$ cat src/rtl/muldiv_pkg.sv
`default_nettype none
// ============================================================================
//  Module   : muldiv_pkg
//  Purpose  : Shared types and constants for the multiply/divide sequencer:
//             FSM state encoding, HI/LO source select values, default run
//             lengths and the cycle-counter width helper.
//  Ports    : none (package)
//  Revision : 1.0  initial release
// ============================================================================
package muldiv_pkg;

    typedef enum logic [2:0] {
        IDLE     = 3'd0,
        MULT_RUN = 3'd1,
        DIV_RUN  = 3'd2,
        COMMIT   = 3'd3,
        DZERO    = 3'd4
    } state_t;

    // HI/LO mux select values
    localparam logic SRC_MULT = 1'b0;
    localparam logic SRC_DIV  = 1'b1;

    localparam int DEFAULT_MULT_CYCLES = 32;
    localparam int DEFAULT_DIV_CYCLES  = 32;

    // Counter holds N-1 at most, so clog2 of the longest run suffices;
    // never narrower than one bit.
    function automatic int cnt_width(input int a, input int b);
        int m;
        m = (a > b) ? a : b;
        return ($clog2(m) < 1) ? 1 : $clog2(m);
    endfunction

endpackage
`default_nettype wire

$ cat src/rtl/op_cycle_counter.sv
`default_nettype none
// ============================================================================
//  Module   : op_cycle_counter
//  Purpose  : Loadable down-counter that times one multiply/divide run.
//             Saturates at zero (never wraps) and flags the zero count.
//  Ports    : clk          - clock
//             rst          - asynchronous active-high reset (count -> 0)
//             i_load       - load i_load_value (priority over decrement)
//             i_load_value - value to load
//             i_dec        - decrement by one when non-zero
//             o_zero       - count is zero
//  Revision : 1.0  initial release
// ============================================================================
module op_cycle_counter
    import muldiv_pkg::*;
#(
    parameter int WIDTH = 5
) (
    input  logic             clk,
    input  logic             rst,
    input  logic             i_load,
    input  logic [WIDTH-1:0] i_load_value,
    input  logic             i_dec,
    output logic             o_zero
);

    logic [WIDTH-1:0] r_count;

    always_ff @(posedge clk or posedge rst) begin
        if (rst) begin
            r_count <= '0;
        end else if (i_load) begin
            r_count <= i_load_value;
        end else if (i_dec && (r_count != '0)) begin
            r_count <= r_count - WIDTH'(1);
        end
    end

    assign o_zero = (r_count == '0);

endmodule
`default_nettype wire

$ cat src/rtl/muldiv_sequencer.sv
`default_nettype none
// ============================================================================
//  Module   : muldiv_sequencer
//  Purpose  : Sequences the shared Mult/Div unit: runs the selected unit for
//             a fixed cycle count, then commits into HI/LO. A divide with a
//             zero divisor is rejected up front and reported via Div_Zero.
//  Ports    : Clock, Reset           - clock, async active-high reset
//             Start_Mult, Start_Div  - one-cycle start requests (IDLE only)
//             Divisor[31:0]          - B value, sampled with Start_Div
//             Abort                  - flush any operation in progress
//             Mult_Control           - Mult unit run level
//             Div_Control            - Div unit run level
//             HI_Src, LO_Src         - HI/LO source (0 = Mult, 1 = Div)
//             HI_Write, LO_Write     - HI/LO write enables (COMMIT cycle)
//             Busy                   - state is not IDLE
//             Done                   - commit pulse
//             Div_Zero               - divide-by-zero rejection pulse
//  Revision : 1.0  initial release
// ============================================================================
module muldiv_sequencer
    import muldiv_pkg::*;
#(
    parameter int MULT_CYCLES = DEFAULT_MULT_CYCLES,
    parameter int DIV_CYCLES  = DEFAULT_DIV_CYCLES
) (
    input  logic        Clock,
    input  logic        Reset,
    input  logic        Start_Mult,
    input  logic        Start_Div,
    input  logic [31:0] Divisor,
    input  logic        Abort,
    output logic        Mult_Control,
    output logic        Div_Control,
    output logic        HI_Src,
    output logic        LO_Src,
    output logic        HI_Write,
    output logic        LO_Write,
    output logic        Busy,
    output logic        Done,
    output logic        Div_Zero
);

    localparam int               CNT_W     = cnt_width(MULT_CYCLES, DIV_CYCLES);
    localparam logic [CNT_W-1:0] MULT_LOAD = CNT_W'(MULT_CYCLES - 1);
    localparam logic [CNT_W-1:0] DIV_LOAD  = CNT_W'(DIV_CYCLES - 1);

    state_t r_state;
    logic   r_op;
    logic   r_mult_ctrl;
    logic   r_div_ctrl;
    logic   r_write;
    logic   r_busy;
    logic   r_done;
    logic   r_div_zero;

    logic             w_idle;
    logic             w_load;
    logic [CNT_W-1:0] w_load_value;
    logic             w_dec;
    logic             w_cnt_zero;

    assign w_idle       = (r_state == IDLE);
    // Counter is only loaded for starts that actually launch a unit.
    assign w_load       = w_idle && (Start_Mult || (Start_Div && (Divisor != '0)));
    assign w_load_value = Start_Mult ? MULT_LOAD : DIV_LOAD;
    assign w_dec        = (r_state == MULT_RUN) || (r_state == DIV_RUN);

    op_cycle_counter #(
        .WIDTH (CNT_W)
    ) u_counter (
        .clk          (Clock),
        .rst          (Reset),
        .i_load       (w_load),
        .i_load_value (w_load_value),
        .i_dec        (w_dec),
        .o_zero       (w_cnt_zero)
    );

    // Outputs are registered alongside the state: each branch sets the
    // output values belonging to the state being entered, so every output
    // is a flop and Reset clears them asynchronously.
    always_ff @(posedge Clock or posedge Reset) begin
        if (Reset) begin
            r_state     <= IDLE;
            r_op        <= SRC_MULT;
            r_mult_ctrl <= 1'b0;
            r_div_ctrl  <= 1'b0;
            r_write     <= 1'b0;
            r_busy      <= 1'b0;
            r_done      <= 1'b0;
            r_div_zero  <= 1'b0;
        end else begin
            r_mult_ctrl <= 1'b0;
            r_div_ctrl  <= 1'b0;
            r_write     <= 1'b0;
            r_busy      <= 1'b0;
            r_done      <= 1'b0;
            r_div_zero  <= 1'b0;
            case (r_state)
                IDLE: begin
                    // Start_Mult wins; a simultaneous Start_Div is dropped.
                    if (Start_Mult) begin
                        r_state     <= MULT_RUN;
                        r_op        <= SRC_MULT;
                        r_mult_ctrl <= 1'b1;
                        r_busy      <= 1'b1;
                    end else if (Start_Div) begin
                        r_busy <= 1'b1;
                        if (Divisor != '0) begin
                            r_state    <= DIV_RUN;
                            r_op       <= SRC_DIV;
                            r_div_ctrl <= 1'b1;
                        end else begin
                            r_state    <= DZERO;
                            r_div_zero <= 1'b1;
                        end
                    end
                end
                MULT_RUN, DIV_RUN: begin
                    if (Abort) begin
                        r_state <= IDLE;
                    end else if (w_cnt_zero) begin
                        r_state <= COMMIT;
                        r_write <= 1'b1;
                        r_done  <= 1'b1;
                        r_busy  <= 1'b1;
                    end else begin
                        r_mult_ctrl <= (r_state == MULT_RUN);
                        r_div_ctrl  <= (r_state == DIV_RUN);
                        r_busy      <= 1'b1;
                    end
                end
                // COMMIT and DZERO last one cycle; Abort makes no difference.
                default: r_state <= IDLE;
            endcase
        end
    end

    assign Mult_Control = r_mult_ctrl;
    assign Div_Control  = r_div_ctrl;
    assign HI_Src       = r_op;
    assign LO_Src       = r_op;
    assign HI_Write     = r_write;
    assign LO_Write     = r_write;
    assign Busy         = r_busy;
    assign Done         = r_done;
    assign Div_Zero     = r_div_zero;

endmodule
`default_nettype wire

$ cat config.mk
export PLATFORM = sky130hd
export DESIGN_NAME = muldiv_sequencer
export DESIGN_NICKNAME = d
export VERILOG_FILES = /design/src/rtl/muldiv_pkg.sv /design/src/rtl/op_cycle_counter.sv /design/src/rtl/muldiv_sequencer.sv
export SDC_FILE = /design/constraint.sdc
export NUM_CORES = 1
export LEC_CHECK = 0
export ABC_AREA = 1
export BUFFER_PORTS_ARGS = -buffer_cell sky130_fd_sc_hd__buf_2
export CORE_UTILIZATION = 43
export CTS_CLUSTER_DIAMETER = 40
export DETAILED_ROUTE_END_ITERATION = 8
export PLACE_DENSITY_LB_ADDON = 0.2
export SETUP_SLACK_MARGIN = 0.2
export SYNTH_ARGS = -nofsm -noshare
export SYNTH_HDL_FRONTEND = slang
export SYNTH_SLANG_ARGS = --single-unit
$ cat constraint.sdc
create_clock -name Clock -period 1.4 [get_ports Clock]
set_input_delay 0.14 -clock Clock [delete_from_list [all_inputs] [get_ports Clock]]
set_output_delay 0.14 -clock Clock [all_outputs]
set_load 0.01 [all_outputs]
==> reports/results.md, run 1 <==
• completed — outcome
• dfrtp_1 — largest area contributor in the netlist
• 45.99 um — vertical die dimension
• dfrtp_1 — Post-synth top flop
• 42.11% — fraction of synthesized cell area taken by the top area cell type
• 819 — vias in the first global route
• 3 — number of buffers created by CTS
• 0.07485 ns — worst slack at placement
• 632.6 uV — peak supply drop
• 168 um — detailed route wirelength on metal3
• yes — RSZ-0062 raised after global routing
• 45.99 um — width of the die
• dfrtp_1 — cell at the slowest stage of the critical path
• 1.47 ns — WP data arrival
• 837 um — M1 wire length
• 1.311 ns — final critical path time including I/O delays and setup
• 0.5136 ns — transition time at the pin with the least slew margin
• 46.75% — share of cells above drive strength 1
• input port to flop — Min-Delay Path Class
• 0.6541 nW — leakage
• nand2_1 (33), nor2_1 (27), dfrtp_1 (14) — most frequent cells after synthesis
• 0 — final hold violation count
• 0 — max-capacitance violation count
• flop to flop — category of the most critical setup path
• 65.72% — tightest slew margin relative to the limit
• met4 — highest metal layer with signal wires
• nand2_1 — top-count cell post-synth
• 156 — total nets after synthesis
• 1 — number of H-tree levels
• 0.1718 ns — worst hold margin
• 0.0007503 ns — final clock skew
• 0 — Remaining Overflow, GRT
• 0 — Post-synth EDFFs
• 0 — number of warnings reported in the yosys synthesis log
• flop — Setup crit start kind
• 0.27 ns — insertion delay of the later-clocked pin in the worst-skew pair
• 7 — Max Fanout on Critical Path
• 22 — Iter 0 DRT Violations
• 1.737 mW — power consumption
• 1497 um — detailed-placement wirelength estimate
• inv_1 > nand3b_1 > nand2_2 > nand2_2 > inv_4 > nand2_2 > nand2_1 > nand4_1 — ordered list of cells on the worst path
• Div_Control — sink of the worst hold path
• 1086 um^2 — instance area at placement
• 14 — number of synthesized register bits
• 210 — Final Net Count
• 185 — count of placed standard cells including taps
• 4 — length of the first detailed-routing pass in iterations
• 0.09 ns — flop2flop setup slack
• 45 — input/output buffers
• 14 — clock sink total
• 8 — logic depth of the worst register-to-register path
• 0.07 ns — Worst-path clk slew
• r_state[0] — Critical R2R Launch
• simple AND/OR/NAND/NOR gates — Crit path max-delay family
• nand2_2 — cell occurring most often along the worst timing path
• 1764 um^2 — Core Area
• 1.56 ns — Req. time, crit path
• 117 — cells after synthesis
• 0 — DR DRC count
• 162 — number of fillers in the final layout
• 0.08945 ns — setup slack after layout
• built — TritonCTS clock tree
• 3098 um — wire length of the first global-routing pass
• 977 um — total length of routed met2 wires
• 0 — final number of setup-violating endpoints
• clkbuf_4 — root cell of the clock tree
• 1220 um^2 — post-route cell area
• dfrtp_1 (42%), nand2_1 (15%), nor2_1 (12%) — top post-synthesis cells by area
• 100.0% — proportion of synthesized flip-flops having asynchronous set or reset
• 10.51 um — WL/cell
• 93.61% — share of the clock period used by the worst path
• flop — CP Capture Type
• 69.15% — Post-Route Utilization
• 0.41 ns — worst stage delay on the critical path
• 42.11% — proportion of synthesized chip area in sequential cells
• 763.0 MHz — highest clock rate
• 46 — io pins
• 0.8657 — final weighted congestion of routability-driven global placement
• 0 — Routed Antenna Nets
• 1424 nW/um^2 — total power divided by cell area
• 46.62% — area growth from synthesis to final layout
• 0 — Max Transition Viols Final
• 0 — number of inserted diodes
• 2038 um — total wire length
• Start_Div — hold path startpoint
• 0 — antenna violations before repair
• 7.112 um^2 — average cell area after synthesis
• 47.16% — initial core utilization
• 15 — Placement Rows
• 194 — Final Instance Count excl. Fillers
• 4.835 — Vias per Instance
• 0 ns — setup tns final
• 20.75% — global router's overall resource usage
• u_counter.r_count[3] — capture point of the worst reg-to-reg path
• 3 — worst hold stages
• 2 — Longest Clk Path Bufs
• 938 — vias after detailed routing
• 832.0 um^2 — post-synthesis instance area
• 2 — Worst Path Buf+Inv
• 15 — largest net degree at the start of global routing
• 19 — number of distinct standard cells referenced by the synthesized netlist
• 2115 um^2 — Die Outline Area
-- registers in the layout, indices dropped and copies added, names as in the netlist --
| name | cells |
|---|---|
| HI_Src | 1 |
| Busy | 1 |
| u_counter.r_count | 5 |
| Div_Control | 1 |
| Done | 1 |
| Mult_Control | 1 |
| Div_Zero | 1 |
| r_state | 3 |
-- worst max path at each step --
stage / from / endpoint / depth (start not counted)
2_1_floorplan: u_counter.r_count[0] / r_state[1] / 8
3_3_place_gp: u_counter.r_count[0] / r_state[1] / 8
3_5_place_dp: u_counter.r_count[0] / r_state[1] / 8
4_1_cts: u_counter.r_count[1] / r_state[0] / 6
5_1_grt: u_counter.r_count[0] / r_state[1] / 8
6_report: r_state[0] / u_counter.r_count[3] / 8
-- cell families after synthesis --
kind of cell               synth area share, %
AOI/OAI and AO/OA                        4.661
buffers and inverters                    8.570
xor gates and xnor gates                 2.106
adders and majority gates                3.007
DFF                                      42.11
and+or+nand+nor                          39.55
-- cell type report --
type                    count  area [um^2]  share of cell area (%)
well taps                  25        31.28                   2.564
repair buffers             52        280.3                   22.97
multi-input cells          87        484.2                   39.69
inverters                  13        51.30                   4.205
clock buffers               3        22.52                   1.846
flip-flops and latches     14        350.3                   28.72
-- power by group --
part	total (mW)	switching, mW	internal, mW
registers	0.571	0.0611	0.510
clock network	0.216	0.117	0.0997
logic	0.950	0.579	0.371
total	1.74	0.757	0.980
-- routing by layer --
layer	up-vias	global-route usage, %
li1	467	-
met1	403	21.62
met2	59	37.75
met3	9	4.762
met4	0	11.18
met5	-	0
-- tightest hold or removal path: stages --
cell and delay, ns:
buf_2 0.09, nand3_1 0.11, nand2_1 0.08
-- timing repair --
item / 4_1_cts / 5_1_grt
resized for setup: 5 / 17
setup buffers: 3 / 2
pin swaps: 2 / 5
hold buffers: 1 / 0
hold endpoints to repair: 14 / 0
endpoints found under the setup margin: 9 / 11
-- layout by cell type (no fill, tap or decap), drive strengths merged --
| cell type | instances |
|---|---|
| a21oi | 2 |
| buf | 51 |
| clkbuf | 3 |
| dfrtp | 14 |
| dlygate4sd3 | 1 |
| ha | 2 |
| inv | 13 |
| nand2 | 35 |
| nand3 | 3 |
| nand3b | 3 |
| nand4 | 4 |
| nor2 | 30 |
| nor3 | 1 |
| o21ai | 5 |
| xor2 | 2 |
(Power assumes the default switching activity.)
==> run 2: changes to the inputs <==
--- a/config.mk
+++ b/config.mk
@@ -7,7 +7,7 @@
 export LEC_CHECK = 0
 export ABC_AREA = 1
 export BUFFER_PORTS_ARGS = -buffer_cell sky130_fd_sc_hd__buf_2
-export CORE_UTILIZATION = 43
+export CORE_UTILIZATION = 39
 export CTS_CLUSTER_DIAMETER = 40
 export DETAILED_ROUTE_END_ITERATION = 8
 export PLACE_DENSITY_LB_ADDON = 0.2
==> constraint.sdc (replaced) <==
create_clock -name Clock -period 1.1 [get_ports Clock]
set_input_delay 0.11 -clock Clock [delete_from_list [all_inputs] [get_ports Clock]]
set_output_delay 0.11 -clock Clock [all_outputs]
set_load 0.01 [all_outputs]
==> run 2 against run 1 <==
Net effect: the run now ends with negative setup slack left; utilization is 0.34 points lower; clock-buffer cell count rose by 1; global-route usage down 1.4 points; final cell count grew 6.2%; combinational power rose by 67%; sequential share of layout area shrank 3.0 points; maximum frequency fell by 0.23%; critical path depth stayed put; via count up 2.2%; non-clock buffer count up 9; critical path type unchanged; highest routed layer unchanged.
==> reports/results.md, run 2 (synthesized netlist as in run 1, its figures left out) <==
• 0.8788 — final weighted congestion of routability-driven global placement
• 2 — Longest Clk Path Bufs
• 12 — final number of setup-violating endpoints
• clkbuf_4 — root cell of the clock tree
• 1.314 ns — final critical path time including I/O delays and setup
• 4 — Max Fanout on Critical Path
• 1588 um — detailed-placement wirelength estimate
• Start_Mult — hold path startpoint
• input port to flop — Min-Delay Path Class
• 511.7 um^2 — area of the multi-input gates
• 8 — logic depth of the worst register-to-register path
• yes — RSZ-0062 raised after global routing
• 1187 um^2 — instance area at placement
• 0 — Routed Antenna Nets
• 68.81% — Post-Route Utilization
• 1.49 ns — WP data arrival
• 0.7168 nW — leakage
• 219 — Final Net Count
• buf_2 (41), nand2_1 (25), nor2_1 (24) — most used cells in the layout excluding fill and tap cells
• 15 — largest net degree at the start of global routing
• 959 — vias after detailed routing
• 0.08 ns — Worst-path clk slew
• u_counter.r_count (5), r_state (3) — Top Registers
• 761.3 MHz — highest clock rate
• 4.655 — Vias per Instance
• 52.51% — share of cells above drive strength 1
• 41.98% — initial core utilization
• u_counter.r_count — register name with the most flops
• 1982 um^2 — Core Area
• 48.19 um — width of the die
• negative setup slack — violations in the final reports
• 16 — Placement Rows
• 0.5331 ns — transition time at the pin with the least slew margin
• 3111 um — wire length of the first global-routing pass
• 45 — input/output buffers
• 119.4% — share of the clock period used by the worst path
• 1.27 ns — Req. time, crit path
• complete, but fails checks — outcome
• 64.42% — tightest slew margin relative to the limit
• 150 — number of fillers in the final layout
• 19 — Iter 0 DRT Violations
• 14 — clock sink total
• flop to flop — category of the most critical setup path
• Div_Zero — sink of the worst hold path
• 19.34% — global router's overall resource usage
• 4 — length of the first detailed-routing pass in iterations
• 0 — Max Transition Viols Final
• 0 — Remaining Overflow, GRT
• 46 — io pins
• flop — CP Capture Type
• 350.3 um^2 — Sequential cell area
• 0 — max-capacitance violation count
• 2071 um — total wire length
• 4 — worst hold stages
• 0.40 ns — worst stage delay on the critical path
• buf_2 — most common library cell in the layout ignoring fill and taps
• u_counter.r_count[1] — worst setup path startpoint
• 63.91% — area growth from synthesis to final layout
• -0.2135 ns — setup slack after layout
• 0 — final hold violation count
• -0.21 ns — flop2flop setup slack
• dfrtp_1 — cell at the slowest stage of the critical path
• 48.19 um — vertical die dimension
• 3 — number of buffers created by CTS
• 1098 uV — peak supply drop
• u_counter.r_count[2] — capture point of the worst reg-to-reg path
• 0.002677 ns — final clock skew
• 1979 nW/um^2 — total power divided by cell area
• 1 — number of H-tree levels
• 1364 um^2 — post-route cell area
• 0 — number of inserted diodes
• 0 — DR DRC count
• 10.05 um — WL/cell
• 5 — number of flip-flops in the largest register
• u_counter.r_count[1] — Critical R2R Launch
• 0 — antenna violations before repair
• flop — Setup crit start kind
• built — TritonCTS clock tree
• 811 — vias in the first global route
• inv_2 > ha_4 > nand3b_1 > nand2_2 > nor2_2 > xor2_1 > inv_1 > nand2_1 — ordered list of cells on the worst path
• 2322 um^2 — Die Outline Area
• -1.959 ns — setup tns final
• 0.28 ns — insertion delay of the later-clocked pin in the worst-skew pair
## run 2: cell types whose count changed in the layout (fill, tap and decap cells not counted), sizes merged
cell	previous run	this run
buf	51	60
clkbuf	3	4
## run 2: worst max path at each step
stage	end	cells past startpoint	slack (ns)
6_report	u_counter.r_count[2]	8	-0.21
5_1_grt	r_state[1]	8	-0.30
4_1_cts	u_counter.r_count[2]	8	-0.17
3_5_place_dp	r_state[1]	8	-0.20
3_3_place_gp	u_counter.r_count[1]	7	-0.16
2_1_floorplan	r_state[1]	8	-0.10
## run 2: layout make-up
cell class,instances,share of cell area [%]
Multi-Input combinational cell,87,37.52
Inverter,13,3.761
Tap cell,27,2.477
Sequential cell,14,25.69
Clock buffer,4,2.661
Timing Repair Buffer,61,27.89
## run 2: stage by stage
| step | total power, mW | setup slack [ns] | cells | hold WS [ns] |
|---|---|---|---|---|
| finish | 2.699 | -0.2135 | 206 | 0.1110 |
| global route | 2.914 | -0.3014 | 206 | 0.1187 |
| CTS | 2.394 | -0.1735 | 203 | 0.1163 |
| detailed placement | 1.882 | -0.2020 | 195 | 0.1732 |
| global placement | 1.838 | -0.1551 | 195 | 0.1654 |
| floorplan | 1.455 | -0.1042 | 117 | -0.0007809 |
## run 2: what timing repair did
action                                 in CTS  in global routing
gates cloned                                0                  0
pin swaps                                   9                 11
endpoints found under the hold margin      14                  0
setup endpoints to repair                  20                 23
gates resized for setup                     7                 16
setup buffers                               3                  3
hold buffers                                1                  0
## run 2: worst max-delay path, delay by kind of cell (launching register included)
family	cells	cell delay (ns)
adders and majority gates	1	0.12
xor gates and xnor gates	1	0.13
buffers and inverters	2	0.13
DFF	1	0.40
and+or+nand+nor	4	0.41
## run 2: routing by layer
| layer | vias up | share of wire (%) | GRT usage, % |
|---|---|---|---|
| met3 | 5 | 6.8 | 2.222 |
| met1 | 414 | 41 | 23.02 |
| met4 | 0 | 1.8 | 10.00 |
| met5 | - | 0 | 0 |
| met2 | 56 | 50 | 33.87 |
| li1 | 484 | - | - |
## run 2: power by group
| group | switching (mW) | internal, mW |
|---|---|---|
| Clock | 0.169 | 0.202 |
| Combinational | 0.825 | 0.769 |
| Sequential | 0.0858 | 0.649 |
| Total | 1.08 | 1.62 |
==> run 3: changes to the inputs <==
--- a/config.mk
+++ b/config.mk
@@ -5,9 +5,8 @@
 export SDC_FILE = /design/constraint.sdc
 export NUM_CORES = 1
 export LEC_CHECK = 0
-export ABC_AREA = 1
 export BUFFER_PORTS_ARGS = -buffer_cell sky130_fd_sc_hd__buf_2
-export CORE_UTILIZATION = 39
+export CORE_UTILIZATION = 40
 export CTS_CLUSTER_DIAMETER = 40
 export DETAILED_ROUTE_END_ITERATION = 8
 export PLACE_DENSITY_LB_ADDON = 0.2
==> constraint.sdc (replaced) <==
create_clock -name Clock -period 1.1 [get_ports Clock]
set_input_delay 0.33 -clock Clock [delete_from_list [all_inputs] [get_ports Clock]]
set_output_delay 0.33 -clock Clock [all_outputs]
set_load 0.01 [all_outputs]
==> run 3 against run 2 <==
Net effect: the run still ends with negative setup slack left; critical path depth down 1; clock-buffer cell count unchanged; maximum frequency down 17%; setup slack worse by 0.26 ns; sequential share of layout area down 2.5 points; utilization up 6.6 points; clock power up 2%; synthesized area up 6.5%; largest cell class unchanged.
==> reports/results.md, run 3 <==
• 661.9 um^2 — area of the multi-input gates
• 1927 nW/um^2 — total power divided by cell area
• 39.55% — proportion of synthesized chip area in sequential cells
• u_counter.r_count — register name with the most flops
• dfrtp_1 — largest area contributor in the netlist
• 0 — max-capacitance violation count
• 0 — Remaining Overflow, GRT
• 0 — number of inserted diodes
• flop to flop — category of the most critical setup path
• 0 — Max Transition Viols Final
• 149 — number of fillers in the final layout
• 2 — Longest Clk Path Bufs
• 3 — Max Fanout on Critical Path
• 9 — Iter 0 DRT Violations
• 0.28 ns — insertion delay of the later-clocked pin in the worst-skew pair
• 72.17% — area growth from synthesis to final layout
• 1.74 ns — WP data arrival
• flop — Setup crit start kind
• 0 — hold-fix buffer count after cts
• flop — CP Capture Type
• buf_2 (45), buf_4 (22), dfrtp_1 (11) — most used cells in the layout excluding fill and tap cells
• 123 — total nets after synthesis
• 22 — final number of setup-violating endpoints
• buf_2 — most common library cell in the layout ignoring fill and taps
• 2407 um^2 — Die Outline Area
• 1 — number of H-tree levels
• 16 — Placement Rows
• u_counter.r_count[0] — worst setup path startpoint
• 902 — vias in the first global route
• 5 — number of flip-flops in the largest register
• input port to asynchronous set/reset pin — Min-Delay Path Class
• 3 — number of buffers created by CTS
• 20.08% — global router's overall resource usage
• simple AND/OR/NAND/NOR gates — Crit path max-delay family
• 15 — largest net degree at the start of global routing
• 2309 um — total wire length
• 12.97 um — WL/cell
• 0.2667 ns — transition time at the pin with the least slew margin
• 178 — Final Instance Count excl. Fillers
• 46 — io pins
• u_counter.r_count[0] — Critical R2R Launch
• 0.6860 nW — leakage
• 14 — number of synthesized register bits
• dfrtp_1 (40%), nor4_1 (7.1%), xnor2_1 (4.0%) — top post-synthesis cells by area
• 43.81% — initial core utilization
• 14 — clock sink total
• 0.01222 ns — final clock skew
• -0.4770 ns — setup slack after layout
• 0.8636 — final weighted congestion of routability-driven global placement
• negative setup slack — violations in the final reports
• 1.577 ns — final critical path time including I/O delays and setup
• dfrtp_1 — top-count cell post-synth
• dfrtp_1 — Post-synth top flop
• 0 — Post-synth EDFFs
• inv_2 > buf_4 > ha_4 > or3b_1 > nor4_2 > xnor2_1 > nand3_1 — ordered list of cells on the worst path
• 4 — length of the first detailed-routing pass in iterations
• 917 — vias after detailed routing
• 2 — Worst Path Buf+Inv
• 0 — antenna violations before repair
• 49.06 um — width of the die
• 35 — number of distinct standard cells referenced by the synthesized netlist
• 143.4% — share of the clock period used by the worst path
• 0 — Routed Antenna Nets
• 0 — DR DRC count
• 1852 um — detailed-placement wirelength estimate
• 885.9 um^2 — post-synthesis instance area
• 0.10 ns — Worst-path clk slew
• 0.39 ns — worst stage delay on the critical path
• dfrtp_1 — cell at the slowest stage of the critical path
• 84 — cells after synthesis
• 5.152 — Vias per Instance
• 0 — final hold violation count
• 49.06 um — vertical die dimension
• clkbuf_4 — root cell of the clock tree
• yes — RSZ-0062 raised after global routing
• built — TritonCTS clock tree
• 82.22% — tightest slew margin relative to the limit
• dfrtp_1 (14), nor4_1 (10), nand2_1 (5), nand3_1 (5) — most frequent cells after synthesis
• 1173 uV — peak supply drop
• 634.1 MHz — highest clock rate
• u_counter.r_count (5), r_state (3) — Top Registers
• 10.55 um^2 — average cell area after synthesis
• 0 — number of warnings reported in the yosys synthesis log
• 354.1 um^2 — Sequential cell area
• 39.55% — fraction of synthesized cell area taken by the top area cell type
• 1.26 ns — Req. time, crit path
• 45 — input/output buffers
• 100.0% — proportion of synthesized flip-flops having asynchronous set or reset
• 2022 um^2 — Core Area
• complete, but fails checks — outcome
• 191 — Final Net Count
• -4.175 ns — setup tns final
• 171 — count of placed standard cells including taps
• 3712 um — wire length of the first global-routing pass
• 70.20% — share of cells above drive strength 1
==> run 3: cell count changes after synthesis, sizes merged, moves of 3 or more <==
cell / previous run / this run
nand2: 35 / 5
nor2: 30 / 3
nor4: 0 / 12
inv: 13 / 4
xnor2: 0 / 5
o21ai: 5 / 1
nand3b: 3 / 0
nor3: 1 / 4
nor4b: 0 / 3
==> run 3: worst paths after layout <==
check	end	slack (ns)	cells after the start
min reg2reg	HI_Src	0.55	2
max reg2reg	u_counter.r_count[4]	-0.48	7
max in group asynchronous	r_state[2]	0.88	3
min	Done	0.02	3
max	u_counter.r_count[4]	-0.48	7
min in group Clock	r_state[2]	0.36	3
==> run 3: repair_timing <==
item                                    in CTS  in global routing
resized for setup                           13                  9
hold endpoints to repair                     0                  0
setup buffers                                2                  1
pin swaps                                    4                  8
endpoints found under the setup margin      23                 23
==> run 3: through the flow <==
step | area, um^2 | power, mW | hold slack, ns | setup slack [ns] | util [%]
2_1_floorplan | 1005 | 1.732 | 0.2192 | -0.3272 | -
3_3_place_gp | 1371 | 2.180 | 0.3309 | -0.4830 | 67.82
3_5_place_dp | 1371 | 2.257 | 0.3397 | -0.5614 | 67.82
4_1_cts | 1475 | 2.835 | 0.03692 | -0.5094 | 72.96
5_1_grt | 1525 | 3.120 | 0.04710 | -0.5643 | 75.43
6_report | 1525 | 2.938 | 0.02102 | -0.4770 | 75.43
==> run 3: cells by family (layout without fill, tap and decap cells) <==
logic type | count (synthesis) | count (layout) | synth area share, %
and+or+nand+nor | 39 | 39 | 30.08
AOI/OAI and AO/OA | 11 | 11 | 10.17
buffers and inverters | 11 | 78 | 8.050
DFF | 14 | 14 | 39.55
xor gates and xnor gates | 5 | 5 | 7.062
muxes | 2 | 2 | 2.260
adders and majority gates | 2 | 2 | 2.824
==> run 3: report_power, final <==
part	total, mW	internal (mW)	switching, mW
clock	0.380	0.201	0.179
sequential	0.807	0.668	0.138
combinational	1.75	0.952	0.800
==> run 3: cell type report <==
type                       count  area share [%]
multi-input combinational     59           43.40
sequential                    14           23.22
inverter                       4          0.9844
timing repair buffer          70           27.81
tap                           27           2.215
clock buffer                   4           2.379
==> run 3: worst reg2reg max path, delay by kind of cell, from the launching register on <==
kind | cells | cell delay [ns]
xor+xnor | 1 | 0.16
fa+ha+maj | 1 | 0.12
buf+inv | 2 | 0.19
flops | 1 | 0.39
simple gates | 3 | 0.61
==> run 3: layer usage <==
layer	GRT usage [%]	up-vias	wire (um)
met2	39.04	46	1266
met5	0	-	0
met1	21.81	427	882
met3	3.115	2	150
met4	5.882	0	9
li1	-	442	-
